File: src/rtl/mips_fetch_pkg.sv
// Shared types and constants for the instruction fetch stage.
package mips_fetch_pkg;

    localparam int INSTR_W = 32;
    localparam int PC_INC  = 4;

    typedef enum logic [1:0] {
        IDLE = 2'd0,
        WAIT = 2'd1,
        DROP = 2'd2
    } fetch_state_t;

    typedef struct packed {
        logic [INSTR_W-1:0] pc;
        logic [INSTR_W-1:0] inst;
    } fifo_entry_t;

    // Force a fetch target onto a word boundary.
    function automatic logic [INSTR_W-1:0] align_pc(input logic [INSTR_W-1:0] pc);
        return {pc[INSTR_W-1:2], 2'b00};
    endfunction

endpackage

File: src/rtl/fetch_fifo.sv
// Small FIFO of {pc, inst} entries; clear overrides push and pop.
module fetch_fifo
    import mips_fetch_pkg::*;
#(
    parameter int DEPTH = 4,
    localparam int PW = (DEPTH > 1) ? $clog2(DEPTH) : 1,
    localparam int CW = PW + 1
) (
    input  logic          clk,
    input  logic          rst_n,
    input  logic          push_i,
    input  logic          pop_i,
    input  logic          clear_i,
    input  fifo_entry_t   entry_i,
    output fifo_entry_t   entry_o,
    output logic [CW-1:0] count_o,
    output logic          empty_o,
    output logic          full_o
);

    fifo_entry_t   mem_q [DEPTH];
    logic [PW-1:0] wr_ptr_q;
    logic [PW-1:0] rd_ptr_q;
    logic [CW-1:0] count_q;
    logic          do_push;
    logic          do_pop;

    // A push into a full FIFO is only accepted when the head leaves in the same cycle.
    assign do_pop  = pop_i & ~clear_i & ~empty_o;
    assign do_push = push_i & ~clear_i & (~full_o | pop_i);

    assign empty_o = (count_q == '0);
    assign full_o  = (count_q == CW'(DEPTH));
    assign count_o = count_q;
    assign entry_o = mem_q[rd_ptr_q];

    // Entry storage; reset to zero so the head reads as zero out of reset.
    always_ff @(posedge clk or negedge rst_n) begin
        if (!rst_n) begin
            for (int i = 0; i < DEPTH; i++) begin
                mem_q[i] <= '0;
            end
        end else if (do_push) begin
            mem_q[wr_ptr_q] <= entry_i;
        end
    end

    // Pointers wrap naturally because DEPTH is a power of two.
    always_ff @(posedge clk or negedge rst_n) begin
        if (!rst_n) begin
            wr_ptr_q <= '0;
            rd_ptr_q <= '0;
            count_q  <= '0;
        end else if (clear_i) begin
            wr_ptr_q <= '0;
            rd_ptr_q <= '0;
            count_q  <= '0;
        end else begin
            if (do_push) wr_ptr_q <= wr_ptr_q + PW'(1);
            if (do_pop)  rd_ptr_q <= rd_ptr_q + PW'(1);
            count_q <= count_q + CW'(do_push) - CW'(do_pop);
        end
    end

endmodule

File: src/rtl/instr_fetch_unit.sv
// Fetch stage: one outstanding memory read at a time, results buffered with their PC.
module instr_fetch_unit
    import mips_fetch_pkg::*;
#(
    parameter int                 DEPTH    = 4,
    parameter logic [INSTR_W-1:0] RESET_PC = 32'h0000_0000
) (
    input  logic               clk,
    input  logic               rst,
    output logic               mem_req,
    output logic [INSTR_W-1:0] mem_addr,
    input  logic               mem_ack,
    input  logic [INSTR_W-1:0] mem_rdata,
    output logic               inst_valid,
    output logic [INSTR_W-1:0] inst,
    output logic [INSTR_W-1:0] inst_pc,
    input  logic               inst_ready,
    input  logic               redirect,
    input  logic [INSTR_W-1:0] redirect_pc
);

    localparam int CW  = ((DEPTH > 1) ? $clog2(DEPTH) : 1) + 1;
    localparam int CNW = CW + 1;

    fetch_state_t       state_q, state_d;
    logic [INSTR_W-1:0] fetch_pc_q, fetch_pc_d;
    logic [INSTR_W-1:0] mem_addr_q, mem_addr_d;
    logic               push;
    logic               pop;
    logic               fifo_empty;
    logic               fifo_full;
    logic [CW-1:0]      fifo_count;
    logic [CNW-1:0]     cnt_after_push;
    fifo_entry_t        push_entry;
    fifo_entry_t        head_entry;

    assign pop            = ~fifo_empty & inst_ready;
    assign push_entry     = {mem_addr_q, mem_rdata};
    assign cnt_after_push = {1'b0, fifo_count} + CNW'(1) - CNW'(pop);

    assign mem_req    = (state_q == WAIT);
    assign mem_addr   = mem_addr_q;
    assign inst_valid = ~fifo_empty;
    assign inst       = head_entry.inst;
    assign inst_pc    = head_entry.pc;

    fetch_fifo #(
        .DEPTH (DEPTH)
    ) u_fifo (
        .clk     (clk),
        .rst_n   (rst),
        .push_i  (push),
        .pop_i   (pop),
        .clear_i (redirect),
        .entry_i (push_entry),
        .entry_o (head_entry),
        .count_o (fifo_count),
        .empty_o (fifo_empty),
        .full_o  (fifo_full)
    );

    // Next-state logic: redirect wins; otherwise request whenever a FIFO slot stays free.
    always_comb begin
        state_d    = state_q;
        fetch_pc_d = fetch_pc_q;
        mem_addr_d = mem_addr_q;
        push       = 1'b0;
        if (redirect) begin
            fetch_pc_d = align_pc(redirect_pc);
            unique case (state_q)
                IDLE:    state_d = IDLE;
                WAIT:    state_d = mem_ack ? IDLE : DROP;
                // An ack landing together with a redirect is the owed one, so DROP is done.
                DROP:    state_d = mem_ack ? IDLE : DROP;
                default: state_d = IDLE;
            endcase
        end else begin
            unique case (state_q)
                IDLE: begin
                    // With no push in IDLE, count_next < DEPTH reduces to "not full, or popping".
                    if (!fifo_full || pop) begin
                        mem_addr_d = fetch_pc_q;
                        fetch_pc_d = fetch_pc_q + INSTR_W'(PC_INC);
                        state_d    = WAIT;
                    end
                end
                WAIT: begin
                    if (mem_ack) begin
                        push = 1'b1;
                        if (cnt_after_push < CNW'(DEPTH)) begin
                            mem_addr_d = fetch_pc_q;
                            fetch_pc_d = fetch_pc_q + INSTR_W'(PC_INC);
                        end else begin
                            state_d = IDLE;
                        end
                    end
                end
                DROP: begin
                    if (mem_ack) state_d = IDLE;
                end
                default: state_d = IDLE;
            endcase
        end
    end

    // State, fetch PC and request address registers.
    always_ff @(posedge clk or negedge rst) begin
        if (!rst) begin
            state_q    <= IDLE;
            fetch_pc_q <= RESET_PC;
            mem_addr_q <= RESET_PC;
        end else begin
            state_q    <= state_d;
            fetch_pc_q <= fetch_pc_d;
            mem_addr_q <= mem_addr_d;
        end
    end

endmodule

File: config.mk
export PLATFORM = sky130hd
export DESIGN_NAME = instr_fetch_unit
export DESIGN_NICKNAME = d
export VERILOG_FILES = /design/src/rtl/mips_fetch_pkg.sv /design/src/rtl/fetch_fifo.sv /design/src/rtl/instr_fetch_unit.sv
export SDC_FILE = /design/constraint.sdc
export NUM_CORES = 1
export LEC_CHECK = 0
export CORE_MARGIN = 4
export CORE_UTILIZATION = 45
export DETAILED_ROUTE_END_ITERATION = 7
export GPL_ROUTABILITY_DRIVEN = 0
export HOLD_SLACK_MARGIN = 0.03
export PLACE_DENSITY = 0.77
export SYNTH_ARGS = -nofsm -noshare
export SYNTH_HDL_FRONTEND = slang
export SYNTH_SLANG_ARGS = --single-unit
File: constraint.sdc
create_clock -name clk -period 2.4 [get_ports clk]
set_input_delay 0.48 -clock clk [delete_from_list [all_inputs] [get_ports clk]]
set_output_delay 0.48 -clock clk [all_outputs]
set_load 0.005 [all_outputs]
# [Word-level counts from Yosys, hierarchy flattened]
# Index checks and enable logic that the tools add are counted.
[word_totals] regBits=329 inputBits=69 output_inout_bits=98 elab_cells=91
[classes] n_addsub=7 n_lt_le_gt_ge=4 eq_ne=11 n_mux=31 n_bitwise=11 n_reduce_logical=13
[op_table] cell="$bwmux W256" n=1
[op_table] cell="$mux W32" n=7
[op_table] cell="$mux W64" n=3
[op_table] cell="$bmux W64 S2" n=1
[op_table] cell="$demux W64 S2" n=1
[op_table] cell="$pmux W32 S2" n=2
[op_table] cell="$add A32 B3 Y32 const B" n=1
[op_table] cell="$mux W2" n=11
[op_table] cell="$ne A3 B3 Y1 const B" n=3
[op_table] cell="$reduce_and A4 Y1" n=2
[op_table] cell="$ge A3 B3 Y1 const B" n=2
[op_table] cell="$ne A3 B1 Y1 const B" n=2
[op_table] cell="$not A2 Y3" n=2
[op_table] cell="$pmux W2 S3" n=1
[op_table] cell="$reduce_bool A2 Y1" n=3
[op_table] cell="$and A1 B1 Y1" n=5
[op_table] cell="$reduce_and A5 Y1" n=1
[op_table] cell="$add A2 B1 Y2 const B" n=2
[op_table] cell="$add A3 B1 Y4 const B" n=1
[op_table] cell="$lt A4 B3 Y1 const B" n=1
[op_table] cell="$ne A2 B1 Y1 const B" n=2
[op_table] cell="$sub A4 B1 Y4" n=1
[op_table] cell="$add A3 B1 Y3" n=1
[op_table] cell="$eq A3 B3 Y1 const B" n=1
[op_table] cell="other kinds (16)" n=20

# [Depth between registers and ports, before layout]
[depth] word_depth=9 ltp_mapped=11 depth_no_buf=11

# [Cells and area by module]
# Synthesis repeated with hierarchy kept, for this count alone.
[hier_totals] hier_cells=952 hier_area_um2=15188.3
[modules_own_cells] mod="fetch_fifo" n_inst=1 cells_each=663 area_each_um2=12081.6 seq_area_each_um2=6581.3
[modules_own_cells] mod="instr_fetch_unit" n_inst=1 cells_each=289 area_each_um2=3106.7 seq_area_each_um2=1551.5

# [Least setup slack after synthesis]
# No wires, ideal clock.
[synth_timing] kind="input to register" from="input port redirect" to="register u_fifo.count_q[2], in the netlist u_fifo.count_o[2]" setup_ns=0.132 arrival_ns=2.289 t_required_ns=2.268 slack_ns=-0.021 stages=11 n_path_buf=2 cell_sequence="clkbuf_1 -> clkbuf_1 -> nor2_1 -> ha_1 -> inv_1 -> ha_1 -> inv_1 -> fa_1 -> xor2_1 -> xnor2_1 -> nor2_1"
[synth_between] elab_chain_cells=6 word_cells_on_any_way=9 cone_classes="add/sub: 2; mux: 2; bitwise: 5"
[synth_rtl] item="start: declaration" line_no="instr_fetch_unit.sv:18" rtl="input logic redirect,"
[synth_rtl] item="$mux W1 / $not A1 Y1 (equally long branches)"
[synth_rtl] item="$and A1 B1 Y1 (2 in series)" line_no="fetch_fifo.sv:30" rtl="assign do_push = push_i & ~clear_i & (~full_o | pop_i);"
[synth_rtl] item="$add A3 B1 Y3" line_no="fetch_fifo.sv:61" rtl="count_q <= count_q + CW'(do_push) - CW'(do_pop);"
[synth_rtl] item="$sub A3 B1 Y3" line_no="fetch_fifo.sv:61"
[synth_rtl] item="$mux W3 (*)" line_no="fetch_fifo.sv:54" rtl="end else if (clear_i) begin"
[synth_rtl] item="end signal: assignment" line_no="fetch_fifo.sv:61"
[synth_rtl] item="end: declaration" line_no="fetch_fifo.sv:24" rtl="logic [CW-1:0] count_q;"
# Every way passes the cells marked *; elsewhere a longest branch is shown, timed or not.
# A chain may end at the register's enable or synchronous reset.

# [Worst setup path after layout]
[layout_timing] from="register u_fifo.rd_ptr_q[0]" to="output port inst_pc[26]"
[layout_between] elab_chain_cells=4
[layout_rtl] item="start: declaration" line_no="fetch_fifo.sv:23" rtl="logic [PW-1:0] rd_ptr_q;"
[layout_rtl] item="start signal: assignment" line_no="fetch_fifo.sv:60" rtl="if (do_pop) rd_ptr_q <= rd_ptr_q + PW'(1);"
[layout_rtl] item="$not A2 Y3 (implied by the code)" line_no="fetch_fifo.sv:35" rtl="assign entry_o = mem_q[rd_ptr_q];"
[layout_rtl] item="$bmux W64 S2" line_no="fetch_fifo.sv:35"
[layout_rtl] item="$mux W64 (implied by the code) (2 in series)" line_no="fetch_fifo.sv:35"
[layout_rtl] item="end: declaration" line_no="instr_fetch_unit.sv:16" rtl="output logic [INSTR_W-1:0] inst_pc,"
# Every way passes these cells. The select of a mux whose other input is x is not followed.

==> qor.yml <==
run_status:
  status: "finished with violations"
  violations: "negative setup slack"
cells_and_area:
  num_antenna_cells: 0
  num-fill-cells: 2377
  multi_input_combinational_cell_area_sq_mm: 0.00594
  syn2layout_area_growth_pct: 28.1
  fin_area_sq_mm: 0.0181
  design.final.nets: 1241
  layout-drive-gt1-share: 0.476
  area.sequential_sq_mm: 0.00794
timing:
  timing_max_transition_violations_final: 0
  slew_headroom: 0.622
  max_slew.worst_pin.slew_ns: 0.568
  timing.hold.ws_ns: 0.485
  finalHoldViolations: 0
  period_minus_slack_ns: 2.51
  max_freq_mhz: 399
  finClkSkew_ns: 0.0157
  fin_tns_setup_ns: -2.75
  timing.final.setup_violations: 40
  finalCritPeriodShare: 1.05
  final.setup.worst_slack_ns: -0.108
  rsz0062_at_grt: "true"
logic_synthesis:
  post_synth_num_cell_types: 44
  synth-edff-count: 0
  syn_inst_count: 932
  number_of_register_bits_inferred_by_synthesis: 317
  post-synth-top-area-cell: "dfrtp_1"
  yosys_warnings: 0
  synthTopCellsByArea: "dfrtp_1 56%, mux2_2 22%, mux4_2 9.9%, xor2_1 1.2%, buf_2 1.1%"
  synth_top_cell_area_share: 0.563
  synth-seq-area-share: 0.563
  mappedNetlistArea_sq_mm: 0.0141
  async_flop_share: 1.00
  dominantRegCellSynth: "dfrtp_1"
  syn-mean-instance-area_sq_um: 15.1
global_route:
  antenna_found_initial: 4
  grt_overflow_total: 0
  maximum_number_of_pins_on_one_net_before_global_route_repair: 81
  grt_first_pass_wirelength_mm: 53.0
  grt.total_usage: 0.195
  grt_pass1_vias: 9407
floorplan:
  die_w_um: 185
  core-area_sq_mm: 0.0307
  initial_core_utilization: 0.459
  floorplan.die_area_sq_mm: 0.0342
  ios: 167
  placement_rows: 64
  fp.dieH_um: 185
placed_design:
  postPlaceCellArea_sq_mm: 0.0167
  post-dp-hpwl_mm: 21.2
  port_buffers: 160
  dp_worst_setup_slack_ns: -0.510
power:
  comb_power_share: 0.346
  p_seq_frac: 0.387
  switching_power_w: 0.00555
  power.share.clock: 0.267
  max-vdd-ir-drop_mv: 0.854
  power_report.internal_total_w: 0.0141
  power_density_mw_per_mm2: 1090
  switching_share: 0.282
  power.leakage_nw: 8.37
clock_network:
  clockRootBuffer: "clkbuf_16"
  clk_transition_reported_paths_ns: 0.06
  tritoncts: "yes"
  cts_num_sinks: 317
  clkLatencyLatePin_ns: 0.50
  tritoncts.num_buffers: 36
  cts-root-to-sink-buffers: 3
  htreeDepth: 2
setup_path:
  end_kind: "output pin"
  critPathArrivalTime_ns: 2.03
  worstPathRequired_ns: 1.92
  critPathMostFrequentCell: "buf_12"
  crit_path_cell_trace: "buf_12 -> buf_12 -> buf_6 -> mux4_2 -> buf_2"
  timing_worst_setup_path_type: "register to output pin"
  crit_family: "buffers and inverters"
  worstPathBufferInverterCount: 4
  crit_path_start_kind: "register"
  slowest_delay_ns: 0.52
  timing.critical_path.fanout_max: 5
  cpMaxStageDelayCell: "dfrtp_4"
drt:
  drt_pass1_iterations: 5
  drc: 0
  routedWlPerCell_um: 20.6
  wl_mm: 32.5
  route.detailed.vias_per_inst: 5.52
  first_iter_violations: 426
  final_antenna_violating_net_count: 0
  dr_vias: 8700
flow_run:
  timing.max_cap.violations: 0
worst_hold_path:
  timing.hold.worst.class: "input pin to async pin"
## power groups by stage
stage | registers (W) | clock network (W) | logic [W]
floorplan | 0.00733 | 0 | 0.00337
global placement | 0.00763 | 0 | 0.00652
detailed placement | 0.00770 | 0 | 0.00663
CTS | 0.00761 | 0.00540 | 0.00681
global route | 0.00779 | 0.00566 | 0.00735
finish | 0.00761 | 0.00525 | 0.00681
## registers in the layout (all words and copies together) (netlist names)
signal and count:
fetch_pc_q 30, mem_addr 30, state_q 2, u_fifo.count_o 3
u_fifo.mem_q 248, u_fifo.rd_ptr_q 2, u_fifo.wr_ptr_q 2
## final cells by class
cell class | instances | area share
clock buffers | 52 | 0.0599
clock inverters | 6 | 0.00332
inverters | 10 | 0.00208
multi-input cells | 551 | 0.329
flip-flops and latches | 317 | 0.440
well taps | 396 | 0.0274
repair buffers | 245 | 0.139
## timing repair
action / CTS / global route
resized for setup: 270 / 14
buffers inserted: 21 / 4
setup endpoints to repair: 64 / 64
hold buffers: 1 / 0
cloned: 5 / 0
pin swaps: 0 / 4
endpoints found under the hold margin: 42 / 0
## worst register-to-register path, stage by stage, from the launching register on
cell and delay, ns:
dfrtp_2 0.42, or3_4 0.41, nand2_2 0.09, nor2_1 0.04
ha_1 0.26, inv_1 0.06, ha_1 0.13, inv_1 0.05
fa_2 0.33, xor2_1 0.18, xnor2_1 0.19, nor2_1 0.06
## path summary, 6_finish.rpt
| kind | from | end | slack, ns | depth (start not counted) |
|---|---|---|---|---|
| max in group asynchronous | rst | u_fifo.mem_q[91] | 1.12 | 3 |
| min reg2reg | u_fifo.mem_q[77] | u_fifo.mem_q[77] | 0.50 | 1 |
| max | u_fifo.rd_ptr_q[0] | inst_pc[26] | -0.11 | 5 |
| max reg2reg | u_fifo.count_o[1] | u_fifo.count_o[2] | 0.05 | 11 |
| min | rst | u_fifo.mem_q[130] | 0.48 | 2 |
| min in group clk | u_fifo.mem_q[77] | u_fifo.mem_q[77] | 0.50 | 1 |
## routing by layer
layer,up-vias,part of all wire,track usage
met1,4563,0.44,0.272
met5,-,0.0015,0
li1,3884,-,-
met3,46,0.052,0.0401
met2,199,0.49,0.321
met4,8,0.014,0.0396
## metrics by stage
stage | std cells | total power, W | util
floorplan | 935 | 0.0107 | -
global placement | 1490 | 0.0142 | 0.544
detailed placement | 1490 | 0.0143 | 0.544
CTS | 1574 | 0.0198 | 0.586
global route | 1577 | 0.0208 | 0.588
finish | 1577 | 0.0197 | 0.588
## synth_stat cells, types with 2 or more instances
library cell and instances:
nor3_1 3, o211ai_1 2, o31ai_1 3, ha_1 10
or4_1 3, mux4_2 62, xor2_1 20, or3_1 5
nand4_1 18, dfrtp_1 317, nand3_1 15, o21ai_0 26
mux2_2 280, nand2b_1 2, clkbuf_1 19, a31oi_1 6
mux2i_1 2, and4_1 3, nor2_1 18, and3_1 8
inv_1 9, xnor2_1 6, buf_4 4, buf_2 32
buf_1 2, nand2_1 39
## cell families after synthesis
group,synth area share
other,0.000266
buffers and inverters,0.0217
adders and majority gates,0.0103
AOI/OAI and AO/OA,0.0188
muxes,0.324
and+or+nand+nor,0.0462
xor gates and xnor gates,0.0161
DFF,0.563
## layout by cell type (no fill, tap or decap), types with 2 or more instances in the layout
cell,synthesis,layout
xnor2_1,6,6
nand3_1,15,15
buf_8,0,3
xor2_1,20,20
nor3_1,3,3
buf_6,0,18
buf_4,4,39
nand2_2,1,2
or4_1,3,3
nand2_4,0,4
inv_1,9,9
nor2_1,18,18
dfrtp_2,0,2
nand4_1,18,18
ha_1,10,10
buf_12,0,31
nand2b_1,2,2
o21ai_0,26,26
or3_1,5,4
clkbuf_16,0,37
mux2_2,280,280
and4_1,3,3
clkinvlp_4,0,2
and3_1,8,8
a31oi_1,6,6
buf_16,0,3
o31ai_1,3,3
o211ai_1,2,2
dfrtp_4,0,2
mux2i_1,2,2
clkdlybuf4s50_1,0,95
mux4_2,62,62
dfrtp_1,317,313
clkbuf_8,0,10
buf_2,32,53
nand2_1,39,34
conb_1,1,4
clkinv_2,0,3
clkbuf_1,19,5
Power figures use the tool's default switching activity.
==> RTL edit 1, RTL diff (same settings) <==
Encoding of `fetch_state_t`: now one-hot (3 bits for 3 states).
--- a/src/rtl/mips_fetch_pkg.sv
+++ b/src/rtl/mips_fetch_pkg.sv
@@ -5,8 +5,8 @@
     localparam int PC_INC  = 4;
 
-    typedef enum logic [1:0] {
-        IDLE = 2'd0,
-        WAIT = 2'd1,
-        DROP = 2'd2
+    typedef enum logic [2:0] {
+        IDLE = 3'b001,
+        WAIT = 3'b010,
+        DROP = 3'b100
     } fetch_state_t;
 
Function: same outputs for any inputs over 4 cycles, from zero or initial values and one cycle with rst low; so few cycles prove little.
==> RTL edit 1 against the unedited design <==
Hold slack worse by 110 ps. Design area is 2.1% higher. Combinational power down 12%. Area after synthesis grew 3.8%. Count of clock-buffer cells in the layout is 2 higher. Wire length is 3.1% higher. Worst setup slack got worse by 6.5 ps. Critical path type unchanged. Sequential cell count up 1. The run still ends with setup timing left. First-iteration DRC count increased by 38%. Non-clock buffer count down 8. Power decreased by 4.3%. Utilization is 0.74 points lower.
==> RTL edit 1: results (changes against the unedited design) <==
worst skew pair latency 510 ps; routed wl met2 15.7 mm (-1.4%); setup_tns -4330 ps (-1580 ps); Cell Area, Placed 17000 um^2 (+1.8%); vias in the first global route 9503 (+1.0%); CP top delay family buffers and inverters; M1 WL 15.7 mm (+9.4%); DR pass1 iterations 5 (unchanged); initial antenna violation count 0 (-4); Seq pwr share 38.8% (about the same); clock skew 17.7 ps (+1.98 ps); First DRT Iteration DRCs 590 (+38%); worst slack at placement -562 ps (-51.7 ps); CP Max Fanout 7 (+2); hpwl dp 21.7 mm (+2.1%); cts bufs inserted 37 (+2.8%); critical path's largest stage delay 490 ps (-30 ps); final net count 1239 (-0.16%); Unique masters post-synth 57 (+30%); maximum number of pins on one net before global-route repair 65 (-20%); Tot GR Track Use 18.9% (-0.53 points); H-tree depth 2 (unchanged); register area share after synthesis 54.4% (-1.9 points); Non-Filler Instances 1624 (+3.0%); GRT met1 Usage 27.9% (+0.73 points); top cells by area, synth dfrtp_1 54%, mux2_2 19%, mux4_2 9.5%; Top Layer Used met4; placed cell count 1537 (+3.2%); leakage 8.43 nW (+0.80%); GRT overflow 0 (unchanged); status complete, but fails checks; drt wl/cell 20.6 um (about the same); clock share of power 29.6% (+2.9 points); Worst Tran Pin Value 594 ps (+26.4 ps); Root Driver clkbuf_16; share of cells above drive strength 1 47.7% (+0.10 points); switching pwr 0.00524 W (-5.6%); Final Worst Setup Slack -115 ps (-6.49 ps); Mapped Cells 944 (+1.3%); Peak VDD IR 0.000516 V (-40%); most frequent cells after synthesis 317 x dfrtp_1, 251 x mux2_2, 62 x mux4_2; global routing usage on met2 30.0% (-2.1 points); violated checks setup timing; Async S/R FF share, synth 100% (unchanged); final setup fails 57 (+43%); vias 8813 (+1.3%); fill count 2474 (+4.1%); met3 wire length 1.61 mm (-4.3%); global-route wire length before repair 53.9 mm (+1.7%); met3 usage 3.54% (-0.47 points); power density over the cells 1020 nW/um^2 (-6.3%); worst hold path type input port to register
## RTL edit 1: final cells by class
| cell class | count | area, um^2 | area share [%] |
|---|---|---|---|
| multi-input combinational | 556 | 6160 | 33.4 |
| inverter | 12 | 45.0 | 0.244 |
| clock inverter | 12 | 125 | 0.678 |
| timing repair buffer | 237 | 2510 | 13.6 |
| sequential | 318 | 7970 | 43.2 |
| clock buffer | 54 | 1100 | 5.97 |
| tap | 435 | 544 | 2.95 |
## RTL edit 1: path summary, 6_finish.rpt
kind,start,to,slack (ps),depth (start not counted)
worst max-delay path,u_fifo.rd_ptr_q[0]$_DFFE_PN0P_,inst[13],-110,5
worst min-delay path,redirect,u_fifo.wr_ptr_q[1]$_DFFE_PN0P_,380,4
worst max register to register,u_fifo.count_o[1]$_DFF_PN0_,fetch_pc_q[22]$_DFFE_PN0P_,140,6
worst min register to register,u_fifo.mem_q[103]$_DFFE_PN0P_,u_fifo.mem_q[103]$_DFFE_PN0P_,500,1
max in group asynchronous,rst,u_fifo.mem_q[249]$_DFFE_PN0P_,1150,3
min in group asynchronous,rst,u_fifo.mem_q[136]$_DFFE_PN0P_,510,2
## RTL edit 1: cell families (layout without fill, tap and decap cells)
logic type               count (synthesis)  in the layout  share of synthesized area (%)
AND/OR/NAND/NOR                        108            108                           4.32
flip-flops                             318            318                           54.4
adder cells (fa/ha/maj)                  8              8                          0.735
multiplexers                           344            344                           32.0
buffers and inverters                   73            315                           3.80
other                                    1              4                         0.0256
AO/OA/AOI/OAI                           64             64                           3.09
XOR/XNOR                                28             28                           1.68
## RTL edit 1: timing repair
action / in CTS / in global routing
resized for setup: 265 / 20
hold buffers: 1 / 0
endpoints found under the hold margin: 52 / 0
endpoints found under the setup margin: 244 / 63
gates cloned: 9 / 0
setup buffers: 10 / 4
pin swaps: 0 / 0
==> RTL edit 2, RTL diff (config.mk and constraints unchanged) <==
Without the edit above. `DEPTH` is set to 4 in 2 places; all go to 8.
--- a/src/rtl/fetch_fifo.sv
+++ b/src/rtl/fetch_fifo.sv
@@ -3,5 +3,5 @@
     import mips_fetch_pkg::*;
 #(
-    parameter int DEPTH = 4,
+    parameter int DEPTH = 8,
     localparam int PW = (DEPTH > 1) ? $clog2(DEPTH) : 1,
     localparam int CW = PW + 1
--- a/src/rtl/instr_fetch_unit.sv
+++ b/src/rtl/instr_fetch_unit.sv
@@ -3,5 +3,5 @@
     import mips_fetch_pkg::*;
 #(
-    parameter int                 DEPTH    = 4,
+    parameter int                 DEPTH    = 8,
     parameter logic [INSTR_W-1:0] RESET_PC = 32'h0000_0000
 ) (
Function: no difference found for any inputs over 4 cycles, from zero or initial values and one cycle with rst low; that may be too few to reach the edited logic, so the function may still have changed.
==> RTL edit 2 against the unedited design <==
The flow still finishes with violations (setup timing). Power rose by 79%. Via count up 94%. Fmax is 18% lower. Count of clock-buffer cells in the layout increased by 34. Utilization increased by 4.3 points. Sequential cell count grew 251. Clock power increased by 85%. First-iteration DRC count grew to 2.6 times the old value. Cell count grew 80%. Area after synthesis up 84%. Design area grew 98%. Wire length is 140% higher. Worst setup slack got worse by 550 ps. Sequential share of layout area shrank 4.2 points.
==> RTL edit 2: results (changes against the unedited design) <==
met3 usage 3.36% (-0.65 points); drt wl/cell 27.3 um (+32%); CP Max Fanout 6 (+1); Switching Share 29.4% (+1.2 points); Crit Reg-Reg Startpoint u_fifo.count_o[3]$_DFF_PN0_; max reg flops 496 (+100%); H-tree depth 2 (unchanged); initial antenna violation count 0 (-4); slowest CP cell dfrtp_4; Yosys warning total 0 (unchanged); clk buf depth 3 (unchanged); vias in the first global route 17900 (+91%); final setup fails 609 (+1400%); fill count 3840 (+62%); worst hold path type input port to async pin; critical path's largest stage delay 540 ps (+20 ps); worst skew pair latency 620 ps (+120 ps); Unique masters post-synth 48 (+9.1%); status complete, but fails checks; top cells by area, synth dfrtp_1 55%, mux2_2 24%, mux4_2 11%; vias 16900 (+94%); maximum number of pins on one net before global-route repair 92 (+14%); worst slack at placement -612 ps (-102 ps); clock skew 21.2 ps (+5.52 ps); Largest Register u_fifo.mem_q; Buffers on Ports 160 (unchanged); cts bufs inserted 60 (+67%); Critical R2R Capture u_fifo.mem_q[395]$_DFFE_PN0P_; M1 WL 33.4 mm (+130%); First DRT Iteration DRCs 1108 (+160%); met3 wire length 4.17 mm (+150%); Tot GR Track Use 23.0% (+3.6 points); DR pass1 iterations 5 (unchanged); share of cells above drive strength 1 56.7% (+9.1 points); routed wl met2 37.7 mm (+140%); Peak VDD IR 0.000695 V (-19%); Worst R2R Setup Slack -370 ps (-420 ps); Top Layer Used met4; GRT met1 Usage 32.1% (+4.9 points); leakage 16.4 nW (+96%); clock slew at reported path FFs 60 ps (about the same); commonest register cell after synthesis dfrtp_1; CP arrival 2580 ps (+550 ps); Critical Path End inst_pc[25]; clock share of power 27.5% (+0.8 points); hpwl dp 39.0 mm (+84%); P_comb 0.0132 W (+94%); most frequent cells after synthesis 568 x dfrtp_1, 558 x mux2_2, 124 x mux4_2; final net count 2114 (+70%); CP top delay family multiplexers; global routing usage on met2 38.6% (+6.5 points); crit path from u_fifo.rd_ptr_q[0]$_DFFE_PN0P_; Slew HR 64.3% (+2.1 points); Root Driver clkbuf_16; global-route wire length before repair 109 mm (+110%); Final Worst Setup Slack -656 ps (-548 ps); violated checks setup timing; R2R depth 11 (unchanged); register area share after synthesis 54.9% (-1.4 points)
[RTL edit 2: cell count changes in the layout (fill, tap and decap cells not counted), moves of 18 or more]
cell       unedited run  this run
mux2_4                0       366
dfrtp_1             313       565
buf_6                18        91
mux4_2               62       124
buf_12               31        90
mux2_2              280       222
buf_2                53         0
clkbuf_16            37        79
buf_4                39        79
buf_16                3        21
nor2_1               18        36
o21ai_0              26         8
[RTL edit 2: timing repair]
| action | in CTS | in global routing |
|---|---|---|
| hold buffers | 1 | 0 |
| gates cloned | 38 | 24 |
| buffers inserted | 76 | 34 |
| setup endpoints to repair | 545 | 613 |
| hold endpoints to repair | 39 | 0 |
| resized for setup | 573 | 287 |
| pin swaps | 17 | 41 |
[RTL edit 2: per-stage QoR]
step | TNS (ps) | instance area (um^2) | power, W | std cells | hold slack (ps)
floorplan | -5070 | 26000 | 0.0173 | 1661 | 184
global placement | -249710 | 29600 | 0.0221 | 2591 | 434
detailed placement | -255710 | 29600 | 0.0224 | 2591 | 436
CTS | -89710 | 34500 | 0.0347 | 2812 | 373
global route | -190480 | 35800 | 0.0367 | 2833 | 390
finish | -150660 | 35800 | 0.0352 | 2834 | 388
[RTL edit 2: kinds of logic after synthesis]
group	share of synthesized area, %
adder cells (fa/ha/maj)	0.802
buffers and inverters	2.16
AND/OR/NAND/NOR	3.28
XOR/XNOR	0.169
other	0.0145
flip-flops	54.9
AO/OA/AOI/OAI	1.86
multiplexers	36.8
[RTL edit 2: area by class of cell]
type / count / area (um^2) / area share [%]
diodes: 1 / 2.50 / 0.00700
clock buffers: 86 / 1750 / 4.90
clock inverters: 24 / 303 / 0.847
inverters: 11 / 41.3 / 0.115
multi-input cells: 967 / 12700 / 35.5
flip-flops and latches: 568 / 14200 / 39.8
well taps: 756 / 946 / 2.65
repair buffers: 421 / 5790 / 16.2
